**src/rtl/div_issue_ctrl.sv**
```systemverilog
// div_issue_ctrl: sequences one div/mod op at a time between the issue stage
// and a fixed-latency iterative 32-bit divider. It resolves divide-by-zero and
// signed overflow in one cycle, and holds the result for writeback under a
// valid/ready handshake.
//
// Ports:
//   clk, rstn                 clock (rising edge), async active-low reset
//   ISS_div_en                request valid from issue
//   ISS_a, ISS_b              dividend / divisor (sampled on accept only)
//   ISS_div_signed            1 = signed op
//   ISS_div_op                0 = quotient, 1 = remainder
//   ISS_rd                    destination tag
//   ISS_flush                 kill the in-flight op (wins over accept/handshake)
//   div_ready                 controller idle, can accept
//   div_stall                 issue must hold (combinational)
//   div_start                 one-cycle start pulse to the divider
//   div_a, div_b, div_signed  registered operands to the divider
//   div_quo, div_rem          divider results
//   WB_valid, WB_ready        writeback handshake
//   WB_rd, WB_data            result tag / data
module div_issue_ctrl #(
  parameter int unsigned DIV_CYCLES = 32,
  parameter int unsigned TAG_W      = 5
) (
  input  logic             clk,
  input  logic             rstn,
  input  logic             ISS_div_en,
  input  logic [31:0]      ISS_a,
  input  logic [31:0]      ISS_b,
  input  logic             ISS_div_signed,
  input  logic             ISS_div_op,
  input  logic [TAG_W-1:0] ISS_rd,
  input  logic             ISS_flush,
  output logic             div_ready,
  output logic             div_stall,
  output logic             div_start,
  output logic [31:0]      div_a,
  output logic [31:0]      div_b,
  output logic             div_signed,
  input  logic [31:0]      div_quo,
  input  logic [31:0]      div_rem,
  output logic             WB_valid,
  input  logic             WB_ready,
  output logic [TAG_W-1:0] WB_rd,
  output logic [31:0]      WB_data
);

  localparam int unsigned CNT_W = $clog2(DIV_CYCLES + 1);
  localparam logic [CNT_W-1:0] CNT_LAST = CNT_W'(DIV_CYCLES - 1);

  typedef enum logic [1:0] {
    S_IDLE = 2'd0,
    S_RUN  = 2'd1,
    S_DONE = 2'd2
  } state_e;

  state_e             state_q, state_d;
  logic [CNT_W-1:0]   cnt_q, cnt_d;
  logic               start_q, start_d;
  logic [31:0]        a_q, a_d;
  logic [31:0]        b_q, b_d;
  logic               signed_q, signed_d;
  logic               op_q, op_d;
  logic [TAG_W-1:0]   rd_q, rd_d;
  logic               wb_valid_q, wb_valid_d;
  logic [31:0]        wb_data_q, wb_data_d;

  logic               accept_c;
  logic               b_zero_c;
  logic               ovf_c;
  logic [31:0]        fast_data_c;

  // Fast-path detection on the live issue operands (only meaningful on accept)
  always_comb begin
    b_zero_c    = (ISS_b == 32'd0);
    ovf_c       = ISS_div_signed & (ISS_a == 32'h8000_0000) & (ISS_b == 32'hFFFF_FFFF);
    fast_data_c = 32'd0;
    if (b_zero_c) begin
      fast_data_c = ISS_div_op ? ISS_a : 32'hFFFF_FFFF;
    end else if (ovf_c) begin
      fast_data_c = ISS_div_op ? 32'd0 : 32'h8000_0000;
    end
  end

  assign accept_c = (state_q == S_IDLE) & ISS_div_en & ~ISS_flush;

  // Next-state and datapath update
  always_comb begin
    state_d    = state_q;
    cnt_d      = cnt_q;
    start_d    = 1'b0;
    a_d        = a_q;
    b_d        = b_q;
    signed_d   = signed_q;
    op_d       = op_q;
    rd_d       = rd_q;
    wb_valid_d = wb_valid_q;
    wb_data_d  = wb_data_q;

    unique case (state_q)
      S_IDLE: begin
        if (accept_c) begin
          a_d      = ISS_a;
          b_d      = ISS_b;
          signed_d = ISS_div_signed;
          op_d     = ISS_div_op;
          rd_d     = ISS_rd;
          cnt_d    = '0;
          if (b_zero_c | ovf_c) begin
            wb_data_d  = fast_data_c;
            wb_valid_d = 1'b1;
            state_d    = S_DONE;
          end else begin
            start_d = 1'b1;
            state_d = S_RUN;
          end
        end
      end
      S_RUN: begin
        if (ISS_flush) begin
          state_d = S_IDLE;
        end else begin
          cnt_d = cnt_q + CNT_W'(1);
          // Divider result is valid in the last counted cycle
          if (cnt_q == CNT_LAST) begin
            wb_data_d  = op_q ? div_rem : div_quo;
            wb_valid_d = 1'b1;
            state_d    = S_DONE;
          end
        end
      end
      S_DONE: begin
        // Flush takes priority over a simultaneous handshake
        if (ISS_flush || WB_ready) begin
          wb_valid_d = 1'b0;
          state_d    = S_IDLE;
        end
      end
      default: begin
        wb_valid_d = 1'b0;
        state_d    = S_IDLE;
      end
    endcase
  end

  // State and output registers
  always_ff @(posedge clk or negedge rstn) begin
    if (!rstn) begin
      state_q    <= S_IDLE;
      cnt_q      <= '0;
      start_q    <= 1'b0;
      a_q        <= 32'd0;
      b_q        <= 32'd0;
      signed_q   <= 1'b0;
      op_q       <= 1'b0;
      rd_q       <= '0;
      wb_valid_q <= 1'b0;
      wb_data_q  <= 32'd0;
    end else begin
      state_q    <= state_d;
      cnt_q      <= cnt_d;
      start_q    <= start_d;
      a_q        <= a_d;
      b_q        <= b_d;
      signed_q   <= signed_d;
      op_q       <= op_d;
      rd_q       <= rd_d;
      wb_valid_q <= wb_valid_d;
      wb_data_q  <= wb_data_d;
    end
  end

  assign div_ready  = (state_q == S_IDLE);
  assign div_stall  = ISS_div_en & ~div_ready;
  assign div_start  = start_q;
  assign div_a      = a_q;
  assign div_b      = b_q;
  assign div_signed = signed_q;
  assign WB_valid   = wb_valid_q;
  assign WB_rd      = rd_q;
  assign WB_data    = wb_data_q;

endmodule

```
**config.mk**
```make
export PLATFORM = sky130hd
export DESIGN_NAME = div_issue_ctrl
export DESIGN_NICKNAME = d
export VERILOG_FILES = /design/src/rtl/div_issue_ctrl.sv
export SDC_FILE = /design/constraint.sdc
export NUM_CORES = 1
export LEC_CHECK = 0
export CORE_ASPECT_RATIO = 1.5
export CORE_MARGIN = 2
export CORE_UTILIZATION = 46
export DETAILED_ROUTE_END_ITERATION = 8
export GPL_TIMING_DRIVEN = 0
export PLACE_DENSITY = 0.88
export SLEW_MARGIN = 20
export SYNTH_ARGS = -nofsm -noshare
export SYNTH_HDL_FRONTEND = slang
export SYNTH_SLANG_ARGS = --single-unit
export TNS_END_PERCENT = 1
```
**constraint.sdc**
```tcl
create_clock -name clk -period 3.75 [get_ports clk]
set_input_delay 0.5625 -clock clk [delete_from_list [all_inputs] [get_ports clk]]
set_output_delay 0.5625 -clock clk [all_outputs]
set_load 0.05 [all_outputs]
```
==> metrics.cfg <==
[synthesis]
synthesis.area_um2 = 5620
syn_nets = 593
synth_edf_count = 0
syn_avg_cell_area_um2 = 12.4
synthArstFlopShare_pct = 100
seq_area_frac_synth_pct = 50.3
synth_area_leaders = dfrtp_1, mux2_2, mux2_4, mux2i_1, nand2b_1
synth_cell_types = 37
ys.flop_type = dfrtp_1
yosys_register_bits = 113
synthCells = 452
yosysTopAreaCellShare_pct = 50.3
yosys.area.top_type = dfrtp_1
ys.warnings.count = 0

[grt]
grt.busiest_layer = met2
grt_util_all_layers_pct = 29.3
overflow = 0
grt_util_met2_pct = 51.5
grt_pass1_wl_um = 29300
antenna_found_initial = 0
grt_max_degree = 64
globalRouteMet3Util_pct = 6.61
grt_pass1_vias = 5489
grtUsageMet1_pct = 31.8

[timing]
finalClockSkew_ns = 0.00856
drv_slew = 0
fin_crit_sh_pct = 79.0
fmax_mhz = 338
relSlewSlack_pct = 50.8
setup_viol = 0
hold_slack_ns = 0.0971
rsz0062_at_grt = no
post-route-min-period_ns = 2.96
tightest_slew_ns = 0.739
hold_violations = 0

[power]
p_sw_share_pct = 37.5
pwr-share-clk_pct = 31.3
p_leak_nw = 3.62
sequentialPowerShare_pct = 30.8
p_comb_share_pct = 37.9
irDropWorstVdd_mv = 0.441
intPower_mw = 3.16
powerDensity_nw_per_um2 = 569
p_sw_mw = 1.90

[clock_tree]
clk_latency_ns = 0.41
cts_tree = done
cts_sinks = 113
clockRootBuffer = clkbuf_16
cts_buffer_depth = 2
ctsResizeCount = 0
numCtsBuffers = 17
cts.clk_slew.worst_paths_ns = 0.05
cts_max_level = 4
postCtsSetupBuffers = 0
hold_buffers = 0

[die]
fp.dieW_um = 94.3
io-pin-count = 246
rows = 49
die_h_um = 139
coreArea_um2 = 12000
dieArea_um2 = 13100
start_util_pct = 47.0

[placed_design]
gp_congestion = 0.875
io_buffers = 245
placed_cell_area_um2 = 8290
hpwlAfterDp_um = 14700

[routing]
first_iter_violations = 253
drtAntennaViolNets = 0
avgRoutedWirePerCell_um = 21.5
wl_um = 19000
vias = 4965
dr.pass1.iters = 5
route.detailed.drc = 0
vias_per_cell = 5.62

[final_layout]
area_growth_pct = 58.0
final_area_um2 = 8880
antennaDiodeCount = 0
layout-drive-gt1-share_pct = 20.3
nets = 858
fillers = 786

[critical_path]
regToRegEndpoint = div_b[3]
reg2regPathDepth = 5
start_kind = primary input
cp.arrival_ns = 3.25
r2r-start = state_q[0]
worst_setup_path_end_kind = flop
worst-path-max-fanout = 10
cp.required_ns = 4.04
ff2ff_setup_slack_ns = 1.18
cp-startpoint = ISS_a[3]
crit_type = primary input to flop

[job]
drv_cap = 0

[hold_path]
hold_class = primary input to asynchronous set/reset pin

[run_status]
status = complete, no violations

-- power groups by stage --
stage	combinational, mW	sequential, mW	clock [mW]
final	1.92	1.56	1.58
after global routing	1.99	1.58	1.65
after CTS	1.92	1.56	1.60
after detailed placement	1.91	1.57	0
after global placement	1.87	1.56	0
after floorplan	0.426	2.28	0
-- critical path, cell delays in order --
cell             delay [ns]
clkdlybuf4s50_1        0.47
nor4_1                 0.56
nand4_1                0.24
or4_4                  0.54
nor3_2                 0.16
a221o_4                0.23
buf_12                 0.17
mux2_4                 0.30
-- layout make-up --
cell class	instances	area, µm²	area share, %
Multi-Input combinational cell	307	2620	29.5
Clock inverter	15	161	1.82
Timing Repair Buffer	246	2480	27.9
Sequential cell	113	2830	31.8
Clock buffer	17	425	4.79
Inverter	2	7.51	0.0845
Tap cell	153	191	2.16
Buffer	30	165	1.86
-- synthesized netlist by cell type (3+ instances only) --
| cell type | n |
|---|---|
| buf_12 | 3 |
| buf_2 | 3 |
| clkbuf_1 | 24 |
| dfrtp_1 | 113 |
| mux2_2 | 74 |
| mux2_4 | 30 |
| mux2i_1 | 32 |
| nand2_1 | 7 |
| nand2b_1 | 33 |
| nand3_1 | 33 |
| nand4_1 | 10 |
| nand4b_1 | 3 |
| nor2_1 | 11 |
| nor4_1 | 12 |
| o21ai_0 | 32 |
| or4_1 | 3 |
| xor2_1 | 3 |
-- kinds of logic (layout without fill, tap and decap cells) --
family	after synthesis	in the layout	share of synthesized area, %
buf+inv	32	310	3.07
compound gates	44	44	4.67
mux	136	136	28.5
fa+ha+maj	1	1	0.223
simple gates	123	123	12.7
flops	113	113	50.3
xor+xnor	3	3	0.467
-- metrics by stage --
step / TNS, ns / std cells / setup slack [ns] / utilization [%] / total power [mW]
after global placement: -233.09 / 850 / -2.07 / 69.1 / 3.43
after global routing: 0 / 883 / 0.637 / 74.3 / 5.22
final: 0 / 883 / 0.787 / 74.3 / 5.06
after CTS: 0 / 883 / 0.811 / 74.3 / 5.08
after detailed placement: 0 / 851 / 0.397 / 69.4 / 3.49
after floorplan: 0 / 452 / 1.25 / - / 2.71
-- placed cells by master (no fill, tap or decap), types with 4 or more instances in the layout --
master,netlist,final
nor2_1,11,11
dfrtp_1,113,113
nand3_1,33,33
mux2i_1,32,32
nand4_1,10,10
nand2b_1,33,33
o21ai_0,32,32
nor4_1,12,12
clkdlybuf4s50_1,0,244
clkinv_4,0,4
mux2_4,30,30
clkbuf_16,0,17
nand2_1,7,7
clkinvlp_4,0,4
clkbuf_1,24,24
mux2_2,74,74
-- metal layers --
layer,up-vias,share of wire (%)
met5,-,0
met4,0,5.1
met3,66,7.3
met2,246,53
met1,2464,34
li1,2189,-
-- how the worst max path moves through the flow --
stage | end | depth (start not counted)
6_report | WB_data[9] | 8
5_1_grt | WB_data[2] | 8
4_1_cts | WB_data[29] | 8
3_5_place_dp | WB_data[24] | 8
3_3_place_gp | div_a[12] | 1
2_1_floorplan | WB_data[10] | 6
-- sequential cells by signal, summed over array words and instances (netlist names), 2 cells and up --
signal	cells
WB_data	32
WB_rd	5
state_q	2
div_a	32
div_b	32
cnt_q	6
Power figures use the tool's default switching activity.
